<file path="src/rtl/aes_sched.sv">
// aes_sched: ld/done stimulus scheduler and signature compactor for the AES core.
// Define AES_SCHED_MISR_EN to fold ciphertexts into a MISR instead of keeping the last one.
module aes_sched #(
  parameter int unsigned  NUM_VEC   = 16,
  parameter int unsigned  TIMEOUT   = 63,
  parameter logic [127:0] KEY_SEED  = 128'h0123_4567_89AB_CDEF_FEDC_BA98_7654_3210,
  parameter logic [127:0] TEXT_SEED = 128'h0011_2233_4455_6677_8899_AABB_CCDD_EEFF
) (
  input  logic         clk,
  input  logic         rst,
  input  logic         start,
  input  logic         done,
  input  logic [127:0] text_out,
  output logic         ld,
  output logic [127:0] key,
  output logic [127:0] text_in,
  output logic         busy,
  output logic         finish,
  output logic         timeout_err,
  output logic [15:0]  vec_count,
  output logic [127:0] signature
);

  localparam logic [2:0] S_IDLE = 3'd0;
  localparam logic [2:0] S_LOAD = 3'd1;
  localparam logic [2:0] S_WAIT = 3'd2;
  localparam logic [2:0] S_NEXT = 3'd3;
  localparam logic [2:0] S_FIN  = 3'd4;

  localparam logic [15:0] NV = 16'(NUM_VEC);
  localparam logic [7:0]  TO = 8'(TIMEOUT);

  function automatic logic [127:0] lfsr_step(
    input logic [127:0] x
  );
    return {x[126:0], x[127] ^ x[125] ^ x[100] ^ x[98]};
  endfunction

  logic [2:0]   state_q, state_d;
  logic [7:0]   wcnt_q, wcnt_d;
  logic         ld_q, ld_d;
  logic         busy_q, busy_d;
  logic         fin_q, fin_d;
  logic         terr_q, terr_d;
  logic [127:0] key_q, key_d;
  logic [127:0] txt_q, txt_d;
  logic [15:0]  vcnt_q, vcnt_d;
  logic [127:0] sig_q, sig_d;
  logic [15:0]  vcnt_inc;

  assign vcnt_inc = vcnt_q + 16'd1;

  // Next-state and datapath; status flags decode the next state so they stay registered.
  always_comb begin
    state_d = state_q;
    wcnt_d  = wcnt_q;
    terr_d  = terr_q;
    key_d   = key_q;
    txt_d   = txt_q;
    vcnt_d  = vcnt_q;
    sig_d   = sig_q;
    unique case (state_q)
      S_IDLE, S_FIN: begin
        if (start) begin
          key_d   = KEY_SEED;
          txt_d   = TEXT_SEED;
          sig_d   = '0;
          vcnt_d  = '0;
          terr_d  = 1'b0;
          state_d = S_LOAD;
        end
      end
      S_LOAD: begin
        wcnt_d  = '0;
        state_d = S_WAIT;
      end
      S_WAIT: begin
        if (done) begin
`ifdef AES_SCHED_MISR_EN
          sig_d = lfsr_step(sig_q) ^ text_out;
`else
          sig_d = text_out;
`endif
          vcnt_d  = vcnt_inc;
          state_d = (vcnt_inc == NV) ? S_FIN : S_NEXT;
        end else if (wcnt_q + 8'd1 == TO) begin
          terr_d  = 1'b1;
          state_d = S_FIN;
        end else begin
          wcnt_d = wcnt_q + 8'd1;
        end
      end
      S_NEXT: begin
        key_d   = lfsr_step(key_q);
        txt_d   = lfsr_step(txt_q);
        state_d = S_LOAD;
      end
      default: state_d = S_IDLE;
    endcase
    ld_d   = (state_d == S_LOAD);
    busy_d = (state_d == S_LOAD) || (state_d == S_WAIT) ||
             (state_d == S_NEXT);
    fin_d  = (state_d == S_FIN);
  end

  // State and output registers with asynchronous active-low reset.
  always_ff @(posedge clk or negedge rst) begin
    if (!rst) begin
      state_q <= S_IDLE;
      wcnt_q  <= '0;
      ld_q    <= 1'b0;
      busy_q  <= 1'b0;
      fin_q   <= 1'b0;
      terr_q  <= 1'b0;
      key_q   <= KEY_SEED;
      txt_q   <= TEXT_SEED;
      vcnt_q  <= '0;
      sig_q   <= '0;
    end else begin
      state_q <= state_d;
      wcnt_q  <= wcnt_d;
      ld_q    <= ld_d;
      busy_q  <= busy_d;
      fin_q   <= fin_d;
      terr_q  <= terr_d;
      key_q   <= key_d;
      txt_q   <= txt_d;
      vcnt_q  <= vcnt_d;
      sig_q   <= sig_d;
    end
  end

  assign ld          = ld_q;
  assign key         = key_q;
  assign text_in     = txt_q;
  assign busy        = busy_q;
  assign finish      = fin_q;
  assign timeout_err = terr_q;
  assign vec_count   = vcnt_q;
  assign signature   = sig_q;

endmodule

</file>
<file path="config.mk">
export PLATFORM = sky130hd
export DESIGN_NAME = aes_sched
export DESIGN_NICKNAME = d
export VERILOG_FILES = /design/src/rtl/aes_sched.sv
export SDC_FILE = /design/constraint.sdc
export NUM_CORES = 1
export LEC_CHECK = 0
export ABC_AREA = 1
export CORE_AREA = 2 2 211 213
export DETAILED_ROUTE_END_ITERATION = 6
export DIE_AREA = 0 0 213 215
export MAX_ROUTING_LAYER = met4
export PLACE_DENSITY = 0.8
export SLEW_MARGIN = 20
export SYNTH_ARGS = -nofsm -noshare
export SYNTH_HDL_FRONTEND = slang
export SYNTH_SLANG_ARGS = --single-unit
</file>
<file path="constraint.sdc">
create_clock -name clk -period 1.9 [get_ports clk]
set_input_delay 0.38 -clock clk [delete_from_list [all_inputs] [get_ports clk]]
set_output_delay 0.38 -clock clk [all_outputs]
set_load 0.03 [all_outputs]
</file>
Yosys cells after proc, flatten, opt, wreduce, memory -nomap -nowiden
Cells that the tools add are included.

storage, ports and cells
  bits in registers = 415
  word-level logic and storage cells = 66

operators by class
  $add $sub $neg = 2
  equal/unequal tests = 15
  muxes and demuxes = 22
  bitwise logic cells = 6
  reduce and logical (&&, ||, !) cells = 11

operators by type and width
  cell                   number
  $pmux 128 s2           3
  $mux 128               4
  $mux 16                2
  $pmux 16 s2            1
  $add 16x1->16 const B  1
  $eq 16x5->1 const B    1
  $mux 8                 2
  $pmux 8 s2             1
  $eq 3x2->1 const B     4
  $mux 3                 4
  $pmux 3 s4             1
  $ne 2x2->1 const B     5
  $add 8x1->8 const B    1
  $eq 8x6->1 const B     1
  $eq 3x1->1 const B     2
  $eq 3x3->1 const B     2
  $reduce_and 3->1       2
  $reduce_bool 2->1      3
  $xor 1x1->1            6
  $reduce_and 4->1       1
  $logic_not 3->1        1
  $mux 1                 3
  $logic_or 1x1->1       2
  $pmux 1 s2             1
  other kinds (2)        2

Longest topological paths before layout
  depth after elaboration = 8
  mapped depth = 13

Worst setup path after synthesis
Ideal clock, no wire load.

  kind = register -> register
  from = register vcnt_q[0], in the netlist vec_count[0]
  to = register state_q[0]
  arrival time = 1.744 ns
  data required time = 1.770 ns
  slack = 0.026 ns
  cell stages (with the launch flop) = 13
  path buffers = 0
  period minus slack after synthesis = 1.874 ns
  cell sequence = dfrtp_1 > ha_1 > nand2_2 > nor2_2 > nand2_1 > nand2_1 > nand2_1 > nor2_1 > nand2_1 > nor2_2 > nand3_2 > nand3_2 > nand2_1

on the way
  longest elaborated chain between the ends = 5

RTL lines
  what                      RTL line  text
  start: declaration        47        logic [15:0] vcnt_q, vcnt_d;
  start signal: assignment  128       vcnt_q <= vcnt_d;
  $add 16x1->16             51        assign vcnt_inc = vcnt_q + 16'd1;
  $eq 16x5->1               85        state_d = (vcnt_inc == NV) ? S_FIN : S_NEXT;
  $mux 3                    85
  $mux 3                    78        if (done) begin
  $pmux 3 s4                62        unique case (state_q)
  named net state_d[0]      39        logic [2:0] state_q, state_d;
  end signal: assignment    120       state_q <= state_d;
  end: declaration          39

The timed path passes the listed nets, and every way through them passes these cells.
A chain may end at the register's enable or synchronous reset.

Worst setup path in the final report
  from = register txt_q[73], in the netlist text_in[73]
  to = output text_in[73]

RTL lines
  what                      RTL line  text
  start: declaration        46        logic [127:0] txt_q, txt_d;
  start signal: assignment  127       txt_q <= txt_d;
  end: declaration          16        output logic [127:0] text_in,

No word-level cell between the ends.

==> summary.md <==
| Metric | Value |
|---|---|
| Die W | 213 um |
| Final wirelength | 52.1 mm |
| Placed inst area | 22800 um^2 |
| Setup Skew | 0.0254 ns |
| CTS tree | done |
| Vias in the first global route | 14.6k |
| Cell family with most CP delay | flip-flops |
| Crit path required time | 1.52 ns |
| Overflow after GRT | 0 |
| Slew Limit Fails | 0 |
| Synth Register Bits | 415 |
| Status | finished, final reports clean |
| Post-Syn Area per Cell | 10.0 um^2 |
| H-Tree Depth | 2 |
| Initial antenna violation count | 0 |
| Post-Layout Cell Count | 2811 |
| # clock sinks | 415 |
| Bufs and invs on worst path | 1 |
| Data arrival time of the worst path | 1.48 ns |
| Worst stage delay on the critical path | 0.55 ns |
| I/O pin count | 536 |
| Global-route wire length before repair | 82.0 mm |
| Sequential-to-total area share from yosys stat | 63.8% |
| GP Congestion | 0.964 |
| Top cell type by total area after synthesis | dfrtp_1 |
| Post-DP HPWL | 36.5 mm |
| Post-synthesis cell count | 1647 |
| Tcrit/Tclk final | 98.1% |
| WL per Instance | 18.5 um |
| Die area | 45800 um^2 |
| Pin count of the biggest net entering global routing | 134 |
| Initial DRC count | 1185 |
| Yosys warning count | 0 |
| # rows | 77 |
| Die outline height | 215 um |
| Inserted Diodes | 0 |
| Crit path max fanout | 2 |
| Worst Hold Class | in2reg |
| Via count | 14.3k |
| Final Hold Fails | 0 |
| Ys flop type | dfrtp_1 |
| Global Route Usage Sum | 23.3% |
| Core ar. | 43600 um^2 |
| Final nets | 2318 |
| Min cycle time layout | 1.86 ns |
| Synth top cells by count | nand2_1 (338), dfrtp_1 (287), inv_1 (285), nand3_1 (153), o22ai_1 (132) |
| Reg-to-reg startpoint | wcnt_q[1] |
| Mapped Nets | 1783 |
| # fillers | 3776 |
| Worst-path cell chain | clkdlybuf4s15_1 |
| Count of different cell masters after synthesis | 30 |
| Post-route ant nets | 0 |
| Port Buffers | 535 |
| Max cap viols | 0 |
| Vias/cell | 5.08 |
| Async SR Flop Fraction | 100% |
| CTS Root Cell | clkbuf_16 |
| Max Fclk | 537 MHz |
| EDFF count, synth | 0 |
| Most common cell in the netlist | nand2_1 |
| Cell Pwr Density | 1910 nW/um^2 |
| Starting density of the core | 37.9% |
| RSZ-0062 raised after global routing | true |
| Endpoint class of the critical path | primary output |
| Share of cells above drive strength 1 | 16.6% |
| Synth top area share | 43.5% |
| Placed cell count | 2722 |
| Final instance area | 24200 um^2 |
| Slowest-stage cell, CP | dfstp_2 |
| Max_slew headroom | 58.4% |
| Startpoint Class | flop |
| TritonRoute pass-1 iters | 5 |
| VDD IR max | 1.18 mV |
| Crit Path Class | reg2out |
| Worst slack, placed | 0.00369 ns |
| Crit path from | text_in[73] |
| Setup ws final | 0.0365 ns |
| Worst skew pair latency | 0.57 ns |
| Synth-to-Final Area Change | 46.2% |
| Worst hold start | done |
| DRC | 0 |
| Clk slew on worst S/H paths | 0.07 ns |
| CTS Buffer Depth | 3 |
| Worst Max-Slew Pin Slew | 0.625 ns |
| Mapped cell area | 16500 um^2 |
| TritonCTS Buffers | 45 |
| Setup Viol. Count Final | 0 |
| Leakage | 12.7 nW |
| Synth top area cells | dfrtp_1 (43%), dfstp_2 (20%), nand2_1 (7.7%), inv_1 (6.5%), a22oi_1 (5.6%) |
[final timing paths]
path | end | slack, ns | cells after the start
min in group asynchronous | key[76] | 0.36 | 2
min reg2reg | signature[66] | 0.46 | 2
max reg2reg | busy | 0.05 | 11
min | signature[111] | 0.16 | 3
max in group asynchronous | signature[30] | 0.80 | 3
max | text_in[73] | 0.04 | 1
[flip-flops by register name, indices dropped and copies added, names as in the netlist]
name	flops
signature	128
vec_count	16
ld	1
busy	1
wcnt_q	8
state_q	3
text_in	128
timeout_err	1
finish	1
key	128
[logic make-up (layout without fill, tap and decap cells)]
logic type      after synthesis  after routing  synth area share [%]
simple gates                541            541                  14.1
flops                       415            415                  63.8
buf+inv                     388            960                  9.62
compound gates              290            290                  11.7
xor+xnor                      9              9                 0.477
fa+ha+maj                     4              4                 0.303
[cell usage in the layout (no fill, tap or decap), types with 2 or more instances in the layout]
master	instances
ha_1	3
xnor2_1	4
nor2_4	3
o22ai_1	132
a22oi_1	124
nand2_2	6
clkbuf_1	2
buf_12	22
dlygate4sd2_1	275
nand4_1	5
clkbuf_2	17
dfrtp_2	3
clkbuf_16	49
xor2_1	5
nor2_2	11
clkdlybuf4s50_1	129
inv_4	4
nand2_1	336
nor2_1	15
o21bai_1	2
dfrtp_1	284
buf_4	30
clkbuf_8	11
dfstp_2	128
nand2_4	5
clkdlybuf4s15_2	45
clkinv_2	9
inv_6	4
clkdlybuf4s15_1	66
inv_2	2
nand3_2	5
clkinvlp_4	2
bufinv_16	5
a21oi_1	4
o21ai_0	9
inv_1	283
nand3_1	151
o21ai_1	16
[repair_timing]
action,CTS,global route
hold buffers,1,0
endpoints found under the hold margin,19,0
buffers inserted,0,4
gates resized for setup,570,49
pin swaps,0,6
setup endpoints to repair,404,40
[layout make-up]
type	count	area, um^2	area share, %
flip-flops and latches	415	10500	43.7
repair buffers	588	5660	23.4
multi-input cells	844	4470	18.5
clock buffers	62	1390	5.73
inverters	288	1090	4.50
well taps	592	741	3.07
clock inverters	22	263	1.09
[layer usage]
metal	GRT usage, %	vias up	part of all wire [%]
li1	-	6437	-
met1	28.7	7083	40
met2	36.6	607	48
met3	5.19	152	7.5
met4	10.7	0	4.6
met5	-	-	0
[power breakdown]
part	switching [mW]	internal (mW)	leakage (nW)	total, mW
sequential	1.96	12.9	5.14	14.9
combinational	14.8	6.76	6.77	21.6
clock	3.76	5.82	0.819	9.58
total	20.5	25.5	12.7	46.1
[stage by stage]
step                      util (%)  TNS, ns  hold slack [ns]  power (mW)
after global placement        52.2        0            0.327        38.0
after floorplan                  -        0           0.0844        28.3
final                         55.4        0            0.165        46.1
after CTS                     55.3        0            0.123        46.3
after detailed placement      52.2        0            0.328        38.5
after global routing          55.4   -0.731            0.160        48.3
(Power assumes the default switching activity.)
